$ cat config.mk
export PLATFORM = sky130hd
export DESIGN_NAME = multicycle_ctrl
export DESIGN_NICKNAME = d
export VERILOG_FILES = /design/src/rtl/multicycle_ctrl.sv
export SDC_FILE = /design/constraint.sdc
export NUM_CORES = 1
export LEC_CHECK = 0
export CORE_UTILIZATION = 43
export CTS_CLUSTER_SIZE = 40
export DETAILED_ROUTE_END_ITERATION = 8
export HOLD_SLACK_MARGIN = 0.08
export PLACE_DENSITY_LB_ADDON = 0.05
export SKIP_LAST_GASP = 1
export SYNTH_ARGS = -nofsm -noshare
export SYNTH_HDL_FRONTEND = slang
export SYNTH_SLANG_ARGS = --single-unit
$ cat constraint.sdc
create_clock -name clk_i -period 4.05 [get_ports clk_i]
set_clock_uncertainty 0.1 [all_clocks]
set_input_delay 1.215 -clock clk_i [delete_from_list [all_inputs] [get_ports clk_i]]
set_output_delay 1.215 -clock clk_i [all_outputs]
set_load 0.005 [all_outputs]
$ cat src/rtl/multicycle_ctrl.sv
// rtl/multicycle_ctrl.sv - multi-cycle MIPS control FSM, illegal-opcode trap enabled by MULTICYCLE_CTRL_TRAP_EN
module multicycle_ctrl #(
    parameter int STATE_W       = 4,
    parameter int ALUOP_W       = 2,
    parameter int MEM_HANDSHAKE = 1
) (
    input  logic               clk_i,
    input  logic               rst_n_i,
    input  logic [5:0]         opcode_i,
    input  logic               mem_ready_i,
    output logic               pc_write_o,
    output logic               pc_write_cond_o,
    output logic               i_or_d_o,
    output logic               mem_read_o,
    output logic               mem_write_o,
    output logic               ir_write_o,
    output logic [1:0]         reg_dst_o,
    output logic [1:0]         mem_to_reg_o,
    output logic               reg_write_o,
    output logic               alu_src_a_o,
    output logic [1:0]         alu_src_b_o,
    output logic [ALUOP_W-1:0] alu_op_o,
    output logic [1:0]         pc_source_o,
    output logic [1:0]         ext_op_o,
    output logic               instr_done_o,
    output logic               exc_o,
    output logic [STATE_W-1:0] state_o
);

    typedef enum logic [STATE_W-1:0] {
        S_FETCH    = STATE_W'(0),
        S_DECODE   = STATE_W'(1),
        S_MEM_ADDR = STATE_W'(2),
        S_MEM_RD   = STATE_W'(3),
        S_MEM_WB   = STATE_W'(4),
        S_MEM_WR   = STATE_W'(5),
        S_EXEC_R   = STATE_W'(6),
        S_R_WB     = STATE_W'(7),
        S_BRANCH   = STATE_W'(8),
        S_JUMP     = STATE_W'(9),
        S_ORI_EX   = STATE_W'(10),
        S_ORI_WB   = STATE_W'(11),
        S_TRAP     = STATE_W'(12)
    } state_t;

    localparam logic [5:0] OP_R   = 6'b000000;
    localparam logic [5:0] OP_J   = 6'b000010;
    localparam logic [5:0] OP_JAL = 6'b000011;
    localparam logic [5:0] OP_BEQ = 6'b000100;
    localparam logic [5:0] OP_ORI = 6'b001101;
    localparam logic [5:0] OP_LW  = 6'b100011;
    localparam logic [5:0] OP_SW  = 6'b101011;

    state_t     state;
    state_t     next_state;
    logic       ready;
    logic [1:0] alu_op;

    // Without the handshake the memory is assumed to finish every access in one cycle
    assign ready   = (MEM_HANDSHAKE != 0) ? mem_ready_i : 1'b1;
    assign state_o = state;

    // State register; reset aborts any instruction and restarts at FETCH
    always_ff @(posedge clk_i) begin
        if (!rst_n_i) begin
            state <= S_FETCH;
        end else begin
            state <= next_state;
        end
    end

    // Per-state datapath controls and next state; strobes are suppressed while reset is low
    always_comb begin
        next_state      = S_FETCH;
        pc_write_o      = 1'b0;
        pc_write_cond_o = 1'b0;
        i_or_d_o        = 1'b0;
        mem_read_o      = 1'b0;
        mem_write_o     = 1'b0;
        ir_write_o      = 1'b0;
        reg_dst_o       = 2'b00;
        mem_to_reg_o    = 2'b00;
        reg_write_o     = 1'b0;
        alu_src_a_o     = 1'b0;
        alu_src_b_o     = 2'b00;
        alu_op          = 2'b00;
        pc_source_o     = 2'b00;
        ext_op_o        = 2'b00;
        instr_done_o    = 1'b0;
        exc_o           = 1'b0;
        case (state)
            S_FETCH: begin
                mem_read_o  = 1'b1;
                alu_src_b_o = 2'b01;
                ir_write_o  = ready;
                pc_write_o  = ready;
                next_state  = ready ? S_DECODE : S_FETCH;
            end
            S_DECODE: begin
                alu_src_b_o = 2'b11;
                ext_op_o    = 2'b01;
                case (opcode_i)
                    OP_R:         next_state = S_EXEC_R;
                    OP_LW, OP_SW: next_state = S_MEM_ADDR;
                    OP_BEQ:       next_state = S_BRANCH;
                    OP_J, OP_JAL: next_state = S_JUMP;
                    OP_ORI:       next_state = S_ORI_EX;
                    default: begin
`ifdef MULTICYCLE_CTRL_TRAP_EN
                        next_state   = S_TRAP;
`else
                        next_state   = S_FETCH;
                        instr_done_o = 1'b1;
`endif
                    end
                endcase
            end
            S_MEM_ADDR: begin
                alu_src_a_o = 1'b1;
                alu_src_b_o = 2'b10;
                ext_op_o    = 2'b01;
                if (opcode_i == OP_LW) begin
                    next_state = S_MEM_RD;
                end else if (opcode_i == OP_SW) begin
                    next_state = S_MEM_WR;
                end
            end
            S_MEM_RD: begin
                mem_read_o = 1'b1;
                i_or_d_o   = 1'b1;
                next_state = ready ? S_MEM_WB : S_MEM_RD;
            end
            S_MEM_WB: begin
                reg_write_o  = 1'b1;
                reg_dst_o    = 2'b01;
                mem_to_reg_o = 2'b01;
                instr_done_o = 1'b1;
            end
            S_MEM_WR: begin
                mem_write_o  = 1'b1;
                i_or_d_o     = 1'b1;
                instr_done_o = ready;
                next_state   = ready ? S_FETCH : S_MEM_WR;
            end
            S_EXEC_R: begin
                alu_src_a_o = 1'b1;
                alu_op      = 2'b10;
                next_state  = S_R_WB;
            end
            S_R_WB: begin
                reg_write_o  = 1'b1;
                instr_done_o = 1'b1;
            end
            S_BRANCH: begin
                alu_src_a_o     = 1'b1;
                alu_op          = 2'b01;
                pc_write_cond_o = 1'b1;
                pc_source_o     = 2'b01;
                instr_done_o    = 1'b1;
            end
            S_JUMP: begin
                pc_write_o   = 1'b1;
                pc_source_o  = 2'b10;
                instr_done_o = 1'b1;
                if (opcode_i == OP_JAL) begin
                    reg_write_o  = 1'b1;
                    reg_dst_o    = 2'b10;
                    mem_to_reg_o = 2'b10;
                end
            end
            S_ORI_EX: begin
                alu_src_a_o = 1'b1;
                alu_src_b_o = 2'b10;
                alu_op      = 2'b11;
                next_state  = S_ORI_WB;
            end
            S_ORI_WB: begin
                reg_write_o  = 1'b1;
                reg_dst_o    = 2'b01;
                instr_done_o = 1'b1;
            end
`ifdef MULTICYCLE_CTRL_TRAP_EN
            S_TRAP: begin
                exc_o        = 1'b1;
                pc_write_o   = 1'b1;
                pc_source_o  = 2'b11;
                instr_done_o = 1'b1;
            end
`endif
            default: begin
                next_state = S_FETCH;
            end
        endcase
        if (!rst_n_i) begin
            pc_write_o      = 1'b0;
            pc_write_cond_o = 1'b0;
            i_or_d_o        = 1'b0;
            mem_read_o      = 1'b0;
            mem_write_o     = 1'b0;
            ir_write_o      = 1'b0;
            reg_dst_o       = 2'b00;
            mem_to_reg_o    = 2'b00;
            reg_write_o     = 1'b0;
            pc_source_o     = 2'b00;
            ext_op_o        = 2'b00;
            instr_done_o    = 1'b0;
            exc_o           = 1'b0;
        end
        alu_op_o      = '0;
        alu_op_o[1:0] = alu_op;
    end

endmodule

==> out/metrics.yaml, run 1 <==
run_status:
  status: "finished clean"
yosys:
  synth_ff_type: "dfxtp_1"
  synth_edf_count: 0
  synth_most_common_cell: "nor2_1"
  async_flop_share_pct: 0
  yosysWarningCount: 0
  synth_cell_types: 44
  syn_area_um2: 731
  synthCells: 111
  ys_top_cells_by_count: "15 x nor2_1, 9 x a21oi_1, 9 x nand2_1"
  synth_seq_cells: 4
  netlist.area_leader.share_pct: 11.0
  yosys.area.top_type: "dfxtp_1"
  yosysSeqAreaShare_pct: 11.0
  synthTopCellsByArea: "dfxtp_1 11%, nor2_1 7.7%, a21oi_1 6.2%, nand2b_1 5.1%, buf_2 4.8%"
  post_synth.cell_area_avg_um2: 6.58
critical_path:
  crit_arrival_ns: 2.68
  start_kind: "primary input"
  worst_ep_required_time_ns: 2.73
  critPathKind: "in2out"
  path_max_fanout: 9
  cp-end-kind: "primary output"
pwr:
  p_per_area_nw_per_um2: 137
  p_leak_uw: 0.000482
  peakVddDrop_mv: 0.203
clocking:
  cts-root-buf: "clkbuf_4"
  htree_levels: 1
  cts_made_buffers: 3
  worstSkewPairLatency_ns: 0.25
  clk_pin_slew_ns: 0.05
  cts_sinks: 4
  clk_path_buf_depth: 2
  holdBufCountCts: 0
  cts_tree: "yes"
finish:
  design_area_um2: 1180
  stdcell_count: 168
  largest_reg_flops: 4
  antennaDiodeCount: 0
  syn_to_final_growth_pct: 61.5
  drive_above_1_share_pct: 21.7
  layout.nets: 163
global_routing:
  grt_max_degree: 20
  grt_pass1_vias: 835
  gr-total-overflow: 0
  antenna_found_initial: 0
  grt.total_usage_pct: 25.4
  grt_first_pass_wirelength_um: 3680
timing:
  hold_violations: 0
  fin_crit_ns: 3.99
  fin_ws_ns: 0.0554
  fmaxAchievable_mhz: 250
  grt_setup_unrepaired: "yes"
  final-setup-viol-count: 0
  relSlewSlack_pct: 55.9
  slew_viol_final: 0
  fin_crit_sh_pct: 98.6
  tightest_slew_ns: 0.661
route:
  wl_um: 2300
  drt_iter0_drc: 32
  dr.pass1.iters: 4
  viasPerCell: 5.62
  drc_errors: 0
  antenna_left: 0
  routedWlPerCell_um: 13.7
  vias: 944
floorplan:
  num_rows: 14
  die_w_um: 43.2
  pin_count: 35
  core_area_um2: 1540
  die_y_um: 43.2
  start_util_pct: 47.4
  die_area_um2: 1870
placed_design:
  placed_cells: 162
  post-dp-hpwl_um: 1710
  numPortBuffers: 32
  preCtsSetupSlack_ns: -0.216
  dpl_cell_area_um2: 1110
  place_congestion: 0.832
job:
  drv_cap: 0
worst_hold_path:
  holdCritPathClass: "reg2reg"
==> stage by stage <==
stage               total power, µW  utilization [%]  hold slack (ns)  TNS (ns)
global route                    172             76.5            0.785   -0.0792
finish                          162             76.5            0.740         0
detailed placement              105             71.8            0.736    -0.770
floorplan                      73.1                -            0.500         0
CTS                             159             75.3            0.737    -0.107
global placement                104             71.8            0.707    -0.638
==> routing by layer <==
metal	routed length [µm]	track usage (%)	up-vias
met3	112	1.70	6
li1	-	-	477
met5	0	0	-
met1	977	31.6	422
met2	1160	44.5	39
met4	48	10.3	0
==> critical path, cell delays in order <==
cell and delay, ns:
clkdlybuf4s50_1 0.48, buf_4 0.16, nand2_1 0.12, o21ai_0 0.18
clkdlybuf4s50_1 0.52
==> what timing repair did <==
action                                  CTS  global route
gates resized for setup                  10             6
pin swaps                                 2             3
endpoints found under the setup margin    4             4
setup buffers                             2             1
==> final timing paths <==
path / startpoint / to / slack, ns / cells after the start
worst max-delay path: rst_n_i / pc_write_o / 0.06 / 5
worst min-delay path: state_o[1] / state_o[1] / 0.74 / 3
worst max register to register: state_o[0] / state_o[2] / 2.20 / 4
worst min register to register: state_o[1] / state_o[1] / 0.74 / 3
==> report_power, final <==
group	total [µW]	switching [µW]	leakage, µW	internal (µW)
Clock	53.2	19.8	0.0000138	33.4
Combinational	64.2	27.9	0.000435	36.3
Sequential	44.6	4.23	0.0000325	40.4
Total	162	51.9	0.000482	110
==> cell usage in the layout (no fill, tap or decap), types with 2 or more instances in the layout <==
cell type / netlist / routed
nor3_1: 5 / 4
a31oi_1: 2 / 2
o21a_1: 2 / 2
conb_1: 1 / 2
nand2_1: 9 / 9
o22ai_1: 3 / 2
clkbuf_4: 0 / 3
and2_1: 2 / 2
a21oi_1: 9 / 9
buf_4: 4 / 18
nor2_1: 15 / 15
nand4_1: 2 / 2
dlygate4sd2_1: 0 / 4
inv_1: 2 / 2
dfxtp_1: 4 / 4
nand2b_1: 6 / 6
nand3b_1: 2 / 2
clkdlybuf4s50_1: 0 / 25
nand3_1: 4 / 4
o21ai_0: 4 / 4
nor2b_1: 2 / 2
==> area by class of cell <==
cell class	instances	area [µm²]
well taps	16	20.0
fillers	115	362
repair buffers	50	448
clock buffers	3	22.5
flip-flops and latches	4	80.1
multi-input cells	92	598
inverters	3	11.3
==> kinds of logic after synthesis <==
family,synth area share (%)
other,0.513
and+or+nand+nor,47.3
xor gates and xnor gates,2.40
muxes,1.37
buffers and inverters,12.5
DFF,11.0
AOI/OAI and AO/OA,25.0
No activity file was read; power rests on OpenSTA's default activity.
==> run 2, diff against run 1 <==
- PLACE_DENSITY_LB_ADDON: 0.05 -> 0.25
- SETUP_SLACK_MARGIN: default -> 0.3
==> out/metrics.yaml, run 2 (same netlist as run 1, synthesis figures left out) <==
run_status:
  status: "finished clean"
clocking:
  cts_made_buffers: 3  # unchanged
  clk_path_buf_depth: 2  # unchanged
  clk_pin_slew_ns: 0.04  # about the same
  worstSkewPairLatency_ns: 0.24  # about the same
  cts_tree: "yes"
  cts_sinks: 4  # unchanged
  cts-root-buf: "clkbuf_4"
  htree_levels: 1  # unchanged
floorplan:
  core_area_um2: 1540  # unchanged
  pin_count: 35  # unchanged
  die_area_um2: 1870  # unchanged
  die_w_um: 43.2  # unchanged
  start_util_pct: 47.4  # unchanged
  num_rows: 14  # unchanged
  die_y_um: 43.2  # unchanged
critical_path:
  start_kind: "primary input"
  endpoint: "instr_done_o"
  crit_arrival_ns: 2.49  # -0.19 ns
  critPathKind: "in2out"
  worst_ep_required_time_ns: 2.73  # about the same
  r2r_start: "state_o[0]"
  crit_start: "opcode_i[4]"
  rr_endpoint: "state_o[1]"
  path_max_fanout: 2  # -7
  reg2reg_slack_ns: 2.20  # about the same
  cp-end-kind: "primary output"
  ff2ff_path_depth: 4  # unchanged
finish:
  mostFrequentLayoutCells: "17 x buf_4, 15 x nor2_1, 14 x dlygate4sd2_1"
  layout_commonest_cell: "buf_4"
  layout.nets: 163  # unchanged
  syn_to_final_growth_pct: 59.4
  largest_reg_flops: 4  # unchanged
  drive_above_1_share_pct: 25.7  # +3.9 points
  antennaDiodeCount: 0  # unchanged
pwr:
  p_leak_uw: 0.000535  # +11%
  total_power_uw: 159  # -2.0%
  peakVddDrop_mv: 0.129  # -37%
  p_per_area_nw_per_um2: 136  # -0.76%
global_routing:
  antenna_found_initial: 0  # unchanged
  gr-total-overflow: 0  # unchanged
  grt_max_degree: 20  # unchanged
  grt_first_pass_wirelength_um: 3880  # +5.4%
  grt.total_usage_pct: 26.6  # +1.2 points
  grt_pass1_vias: 882  # +5.6%
timing:
  final-setup-viol-count: 0  # unchanged
  fin_crit_ns: 3.81  # -0.188 ns
  fin_tns_setup_ns: 0  # unchanged
  relSlewSlack_pct: 55.7  # -0.19 points
  whs_ns: 0.708  # -0.0319 ns
  grt_setup_unrepaired: "yes"
  fin_crit_sh_pct: 94.0  # -4.6 points
  slew_viol_final: 0  # unchanged
  fmaxAchievable_mhz: 263  # +4.9%
  hold_violations: 0  # unchanged
  tightest_slew_ns: 0.664  # +0.00286 ns
worst_hold_path:
  holdCritPathClass: "reg2reg"
  min-delay-start: "state_o[1]"
placed_design:
  place_congestion: 0.859  # +3.3%
  post-dp-hpwl_um: 1640  # -3.7%
  numPortBuffers: 32  # unchanged
route:
  drt_iter0_drc: 24  # -25%
  viasPerCell: 5.71  # +1.6%
  wl_met3_um: 94  # -16%
  wl_um: 2370  # +3.0%
  dr.pass1.iters: 4  # unchanged
  top_layer: "met4"
  drc_errors: 0  # unchanged
  routedWlPerCell_um: 14.1  # +3.0%
  met2_length_um: 1270  # +9.6%
  vias: 959  # +1.6%
  wl_met1_um: 979  # +0.20%
  antenna_left: 0  # unchanged
job:
  drv_cap: 0  # unchanged
## run 2: cell types whose count changed in the layout (fill, tap and decap cells not counted), moves of 2 or more
cell	before	now
clkdlybuf4s50_1	25	11
buf_2	0	5
dlygate4sd2_1	4	14
o21ai_1	1	3
o21ai_0	4	2
## run 2: power by group
| group | switching, µW | internal, µW |
|---|---|---|
| logic | 28.7 | 34.8 |
| registers | 4.22 | 40.4 |
| clock network | 17.3 | 33.2 |
## run 2: worst min-delay path by stage
stage	slack (ns)	end	cells after the start
2_1_floorplan	0.50	state_o[1]	3
3_3_place_gp	0.66	state_o[1]	2
3_5_place_dp	0.68	state_o[1]	2
4_1_cts	0.69	state_o[1]	2
5_1_grt	0.77	state_o[1]	2
6_report	0.71	state_o[1]	2
## run 2: layout make-up
type	count	area, µm²
multi-input combinational	92	612
tap	16	20.0
clock buffer	3	22.5
fill	120	377
inverter	3	11.3
timing repair buffer	50	419
sequential	4	80.1
## run 2: timing repair
| action | in CTS | in global routing |
|---|---|---|
| pin swaps | 6 | 5 |
| gates resized for setup | 40 | 8 |
| setup buffers | 4 | 0 |
| hold buffers | 0 | 0 |
| endpoints found under the setup margin | 15 | 8 |
## run 2: metal layers
| metal | up-vias | GRT usage [%] |
|---|---|---|
| li1 | 476 | - |
| met1 | 443 | 32.7 |
| met2 | 36 | 47.5 |
| met3 | 4 | 3.83 |
| met4 | 0 | 7.27 |
| met5 | - | 0 |
## run 2: critical path: stages
cell and delay, ns:
clkdlybuf4s50_1 0.42, buf_4 0.14, a211o_1 0.28, o22ai_2 0.13, o22ai_2 0.10, clkdlybuf4s15_1 0.21
## run 2: metrics by stage
stage	util (%)	setup slack [ns]	std cells	instance area (µm²)
2_1_floorplan	-	0.703	112	734
4_1_cts	74.0	0.206	168	1140
5_1_grt	75.6	0.180	168	1160
3_5_place_dp	71.3	-0.313	161	1100
6_report	75.6	0.244	168	1160
3_3_place_gp	71.3	-0.312	161	1100
==> run 3, diff against run 2 <==
- CTS_CLUSTER_SIZE: 40 -> default
- HOLD_SLACK_MARGIN: 0.08 -> 0.1
==> results of run 3 <==
Final layout, timing and power as in run 2 (identical DEF).
